**src/rtl/score_keeper.sv**
```systemverilog
// Score producer: counts goals, detects the match win and drives
// tear-free 3x5 digit bitmaps with a blinking winner glyph.
package score_pkg;
  localparam int SCORE_W = 3;
  localparam int SCORE_H = 5;
  typedef logic [SCORE_H-1:0][SCORE_W-1:0] score_t;
endpackage

module score_keeper
  import score_pkg::*;
#(
  parameter int WIN_SCORE    = 5,
  parameter int HOLD_FRAMES  = 180,
  parameter int BLINK_FRAMES = 16
) (
  input  logic       clk_i,
  input  logic       rst_ni,
  input  logic       goal_p_i,
  input  logic       goal_e_i,
  input  logic       frame_tick_i,
  input  logic       restart_i,
  output score_t     player_score_o,
  output score_t     enemy_score_o,
  output logic [3:0] player_cnt_o,
  output logic [3:0] enemy_cnt_o,
  output logic       game_over_o,
  output logic       winner_o
);

  if (SCORE_W != 3 || SCORE_H != 5) begin : g_bad_font
    $error("score_pkg must define a 3x5 glyph");
  end

  localparam int FW = (HOLD_FRAMES > 0) ?
                      $clog2(HOLD_FRAMES + 1) : 1;
  localparam int BW = $clog2(BLINK_FRAMES + 1);

  localparam logic [3:0]    WIN   = 4'(WIN_SCORE);
  localparam logic [FW-1:0] HOLD  = FW'(HOLD_FRAMES);
  localparam logic [BW-1:0] BLINK = BW'(BLINK_FRAMES);
  localparam bit            HOLD_EN = HOLD_FRAMES > 0;

  typedef enum logic {
    PLAY,
    GAME_OVER
  } state_t;

  state_t        state_q, state_d;
  logic [3:0]    pcnt_q, pcnt_d;
  logic [3:0]    ecnt_q, ecnt_d;
  logic          win_q, win_d;
  logic          gp_q, ge_q;
  logic [FW-1:0] frame_q, frame_d;
  logic [BW-1:0] blink_q, blink_d;
  logic          hide_q, hide_d;
  score_t        pbm_q, pbm_d;
  score_t        ebm_q, ebm_d;

  logic          p_edge, e_edge;
  logic [3:0]    p_inc, e_inc;
  logic [FW-1:0] frame_inc;
  logic [BW-1:0] blink_inc;
  logic          leave;

  // Rows are written top to bottom, each row left to right.
  function automatic score_t glyph(input logic [3:0] d);
    logic [14:0] v;
    score_t      g;
    case (d)
      4'd0:    v = 15'b111_101_101_101_111;
      4'd1:    v = 15'b001_001_001_001_001;
      4'd2:    v = 15'b111_001_111_100_111;
      4'd3:    v = 15'b111_001_111_001_111;
      4'd4:    v = 15'b101_101_111_001_001;
      4'd5:    v = 15'b111_100_111_001_111;
      4'd6:    v = 15'b111_100_111_101_111;
      4'd7:    v = 15'b111_001_001_001_001;
      4'd8:    v = 15'b111_101_111_101_111;
      4'd9:    v = 15'b111_101_111_001_111;
      default: v = 15'b111_101_101_101_111;
    endcase
    for (int r = 0; r < SCORE_H; r++)
      for (int c = 0; c < SCORE_W; c++)
        g[r][c] = v[14 - 3*r - c];
    return g;
  endfunction

  assign p_edge    = goal_p_i & ~gp_q;
  assign e_edge    = goal_e_i & ~ge_q;
  assign p_inc     = pcnt_q + {3'b000, p_edge};
  assign e_inc     = ecnt_q + {3'b000, e_edge};
  assign frame_inc = frame_q + 1'b1;
  assign blink_inc = blink_q + 1'b1;

  always_comb begin
    state_d = state_q;
    pcnt_d  = pcnt_q;
    ecnt_d  = ecnt_q;
    win_d   = win_q;
    frame_d = frame_q;
    blink_d = blink_q;
    hide_d  = hide_q;
    pbm_d   = pbm_q;
    ebm_d   = ebm_q;
    leave   = 1'b0;

    unique case (state_q)
      PLAY: begin
        if (restart_i) begin
          pcnt_d = '0;
          ecnt_d = '0;
        end else begin
          pcnt_d = p_inc;
          ecnt_d = e_inc;
          if (p_inc == WIN || e_inc == WIN) begin
            state_d = GAME_OVER;
            win_d   = (p_inc == WIN);
          end
        end
      end
      GAME_OVER: begin
        if (restart_i) begin
          leave = 1'b1;
        end else if (frame_tick_i) begin
          frame_d = frame_inc;
          if (HOLD_EN && frame_inc == HOLD) begin
            leave = 1'b1;
          end else if (blink_inc == BLINK) begin
            blink_d = '0;
            hide_d  = ~hide_q;
          end else begin
            blink_d = blink_inc;
          end
        end
      end
      default: state_d = PLAY;
    endcase

    if (leave) begin
      state_d = PLAY;
      pcnt_d  = '0;
      ecnt_d  = '0;
      win_d   = 1'b0;
      frame_d = '0;
      blink_d = '0;
      hide_d  = 1'b0;
    end

    // Glyphs follow the pre-edge state so a frame never tears.
    if (frame_tick_i) begin
      pbm_d = glyph(pcnt_q);
      ebm_d = glyph(ecnt_q);
      if (state_q == GAME_OVER && hide_q) begin
        if (win_q) pbm_d = '0;
        else       ebm_d = '0;
      end
    end
  end

  always_ff @(posedge clk_i or negedge rst_ni) begin
    if (!rst_ni) begin
      state_q <= PLAY;
      pcnt_q  <= '0;
      ecnt_q  <= '0;
      win_q   <= 1'b0;
      gp_q    <= 1'b0;
      ge_q    <= 1'b0;
      frame_q <= '0;
      blink_q <= '0;
      hide_q  <= 1'b0;
      pbm_q   <= glyph(4'd0);
      ebm_q   <= glyph(4'd0);
    end else begin
      state_q <= state_d;
      pcnt_q  <= pcnt_d;
      ecnt_q  <= ecnt_d;
      win_q   <= win_d;
      gp_q    <= goal_p_i;
      ge_q    <= goal_e_i;
      frame_q <= frame_d;
      blink_q <= blink_d;
      hide_q  <= hide_d;
      pbm_q   <= pbm_d;
      ebm_q   <= ebm_d;
    end
  end

  assign player_score_o = pbm_q;
  assign enemy_score_o  = ebm_q;
  assign player_cnt_o   = pcnt_q;
  assign enemy_cnt_o    = ecnt_q;
  assign game_over_o    = (state_q == GAME_OVER);
  assign winner_o       = win_q;

endmodule

```
**config.mk**
```make
export PLATFORM = sky130hd
export DESIGN_NAME = score_keeper
export DESIGN_NICKNAME = d
export VERILOG_FILES = /design/src/rtl/score_keeper.sv
export SDC_FILE = /design/constraint.sdc
export NUM_CORES = 1
export LEC_CHECK = 0
export CORE_ASPECT_RATIO = 0.7
export CORE_MARGIN = 3
export CORE_UTILIZATION = 30
export CTS_BUF_LIST = sky130_fd_sc_hd__clkbuf_4 sky130_fd_sc_hd__clkbuf_8
export CTS_CLUSTER_DIAMETER = 80
export DETAILED_ROUTE_END_ITERATION = 8
export PLACE_DENSITY_LB_ADDON = 0.3
export SLEW_MARGIN = 15
export SYNTH_ARGS = -nofsm -noshare
export SYNTH_HDL_FRONTEND = slang
export SYNTH_SLANG_ARGS = --single-unit
export TNS_END_PERCENT = 20
```
**constraint.sdc**
```tcl
create_clock -name clk_i -period 2.7 [get_ports clk_i]
set_clock_uncertainty 0.2 [all_clocks]
set_input_delay 0.405 -clock clk_i [delete_from_list [all_inputs] [get_ports clk_i]]
set_output_delay 0.405 -clock clk_i [all_outputs]
set_load 0.02 [all_outputs]
```
==> impl_metrics.py <==
metrics = {
    "clock_tree": {
        "clk_latency_ns": 0.31,
        "postCtsSetupRepairBufs": 0,
        "clock_sink_count": 46,
        "clock-root-buffer": "clkbuf_8",
        "cts_buffers": 5,
        "cts_tree": "built",
        "clock_path_buffers": 2,
        "cts_hold_buf": 0,
        "cts-htree-levels": 2,
        "cts-resized-gates": 0,
        "clk_pin_slew_ns": 0.09,
    },
    "synthesis": {
        "syn_inst": 286,
        "syn_area_um2": 2630,
        "synth_cell_types": 52,
        "synth_area_leaders": "dfrtp_1 27%, dfstp_2 18%, ha_1 8.6%",
        "yosysSeqAreaShare": 0.446,
        "synth_edf_count": 0,
        "synth_top_area_cell": "dfrtp_1",
        "ys_seq_elements": 46,
        "netlist.area_leader.share": 0.266,
        "synthArstFlopShare": 1.00,
        "yosysWarnings": 0,
        "synth_area_per_cell_um2": 9.20,
        "ys.flop_type": "dfrtp_1",
    },
    "setup_path": {
        "r2r_setup_slack_ns": 0.53,
        "critPathRequiredTime_ns": 2.68,
        "crit_arrival_ns": 2.38,
        "worstSetupEndpointType": "flop",
        "path_class": "in -> reg",
        "reg2reg_from": "ge_q$_DFF_PN0_",
        "crit_fanout": 4,
        "start_kind": "input port",
        "r2r_end": "winner_o$_DFFE_PN0P_",
        "reg2reg_depth": 7,
    },
    "grt": {
        "use_met1": 0.184,
        "use_met3": 0.0310,
        "use_met2": 0.191,
        "antenna_found_initial": 0,
        "track_usage": 0.129,
        "overflow": 0,
        "grt-busiest-layer": "met2",
        "grt_pass1_wl_um": 10500,
        "grt_pass1_vias": 2063,
        "grt_max_degree": 47,
    },
    "timing": {
        "fin_crit_sh": 0.891,
        "fmax_mhz": 416,
        "rsz0062_at_grt": "no",
        "tns_ns": 0,
        "tightest_slew_ns": 0.741,
        "final_max_slew_viol_count": 0,
        "hold_viol_final": 26,
        "slew_headroom": 0.502,
        "whs_ns": -0.0197,
        "final.min_clock_period_ns": 2.41,
        "setup_viol": 0,
    },
    "detailed_routing": {
        "drc_errors": 0,
        "drt-total-wl_um": 6120,
        "dr.pass1.iters": 4,
        "ant_nets": 0,
        "routedWlPerCell_um": 13.9,
        "vias": 2110,
        "drt_iter0_markers": 105,
        "via_per_inst": 4.81,
    },
    "run_status": {
        "status": "finished with violations",
        "violations": "hold timing",
    },
    "pwr": {
        "combPwrFrac": 0.242,
        "power_frac_seq": 0.505,
        "leakagePower_nw": 1.42,
        "pwr-share-clk": 0.253,
        "max-vdd-ir-drop_v": 0.000237,
        "p_sw_frac": 0.332,
        "power.switching_mw": 0.583,
        "power.internal_mw": 1.17,
        "powerDensity_nw_per_um2": 548,
    },
    "die": {
        "die_area_um2": 9950,
        "initial_utilization": 0.322,
        "ios": 46,
        "core_um2": 8180,
        "rows": 27,
        "die_h_um": 84.4,
        "die_w_um": 118,
    },
    "place": {
        "gp_congestion": 0.775,
        "portBuffers": 41,
        "dpl.hpwl_um": 4320,
    },
    "final_layout": {
        "drive_above_1_share": 0.118,
        "fin_util": 0.392,
        "fillers": 842,
        "nets": 346,
        "syn_to_final_growth_pct": 21.7,
        "diodes": 0,
    },
    "run": {
        "cap_violations": 0,
    },
    "min_path": {
        "worstHoldPathType": "in -> async",
    },
}
## per-stage QoR
step / power [mW] / instance area (um^2) / setup WS [ns] / cells
final: 1.75 / 3200 / 0.294 / 439
after global routing: 1.88 / 3200 / 0.137 / 439
after CTS: 1.78 / 3200 / 0.323 / 439
after detailed placement: 1.33 / 3110 / 0.0124 / 431
after global placement: 1.32 / 3110 / 0.0628 / 431
after floorplan: 1.15 / 2640 / 0.676 / 289
## power by group through the flow
stage                     combinational, mW  sequential [mW]  clock, mW
final                                 0.425            0.886      0.443
after global routing                  0.479            0.903      0.497
after floorplan                       0.217            0.933          0
after detailed placement              0.429            0.900          0
after global placement                0.424            0.897          0
after CTS                             0.431            0.887      0.462
## cells by family after synthesis
family	share of synthesized area
other	0.00143
muxes	0.00761
AOI/OAI and AO/OA	0.195
and+or+nand+nor	0.150
buffers and inverters	0.0980
xor gates and xnor gates	0.0166
DFF	0.446
adders and majority gates	0.0856
## worst max-delay path by stage
stage	from	cells after the start	end	slack, ns
6_report	goal_e_i	8	winner_o$_DFFE_PN0P_	0.29
3_3_place_gp	goal_e_i	8	winner_o$_DFFE_PN0P_	0.06
2_1_floorplan	enemy_cnt_o[0]$_DFFE_PN0P_	6	winner_o$_DFFE_PN0P_	0.68
3_5_place_dp	goal_e_i	8	winner_o$_DFFE_PN0P_	0.01
4_1_cts	goal_e_i	8	winner_o$_DFFE_PN0P_	0.32
5_1_grt	goal_e_i	8	winner_o$_DFFE_PN0P_	0.14
## layout make-up
cell class	count	area [um^2]	area share
Clock buffer	5	68.8	0.0215
Multi-Input combinational cell	187	1210	0.378
Sequential cell	46	1170	0.367
Clock inverter	3	21.3	0.00664
Timing Repair Buffer	47	450	0.141
Tap cell	116	145	0.0453
Inverter	35	131	0.0410
## synth_stat cells, types with 2 or more instances
master     instances
and3b_1            2
buf_2              2
mux2i_1            2
o22ai_1           18
a21oi_1           17
or3_1              3
dfrtp_1           28
clkbuf_1           7
nand2_1           27
nor3b_1            4
dfstp_2           18
a31oi_1            2
o21bai_1           3
nor2_1            14
o31ai_1            2
buf_4             10
nor2b_1            5
a22o_1             2
o21ai_1            4
o21ai_0           15
nand3_1            9
o32ai_1            2
a2111oi_0          2
nor3_1             5
ha_1              18
a211o_1            2
xnor2_1            4
inv_1             35
## flip-flops by register name, indices dropped and copies added, names as in the netlist
| signal | flops |
|---|---|
| enemy_cnt_o | 4 |
| hide_q | 1 |
| blink_q | 5 |
| player_cnt_o | 4 |
| game_over_o | 1 |
| winner_o | 1 |
| frame_q | 8 |
| player_score_o | 10 |
| ge_q | 1 |
| gp_q | 1 |
| enemy_score_o | 10 |
## per-layer routing
metal,vias up,wire length [um]
met5,-,0
met4,0,83
met3,8,318
met2,51,2540
met1,999,3170
li1,1052,-
## cells in the final DEF, fill, tap and decap left out, types with 6 or more instances in the layout
cell and count:
dfstp_2 18, o21ai_0 15, dfrtp_1 28, inv_1 35, ha_1 18, buf_4 6, nand2_1 27, a21oi_1 17
o22ai_1 18, nor2_1 14, nand3_1 9, clkdlybuf4s50_1 40
## worst max-delay path, cell delays in order
cell and delay (ns):
clkdlybuf4s50_1 0.48, nor2b_1 0.17, ha_1 0.23, ha_1 0.22, or3b_2 0.47, o41ai_1 0.11
a41o_1 0.23, a22oi_1 0.06
No activity file was read; power rests on OpenSTA's default activity.
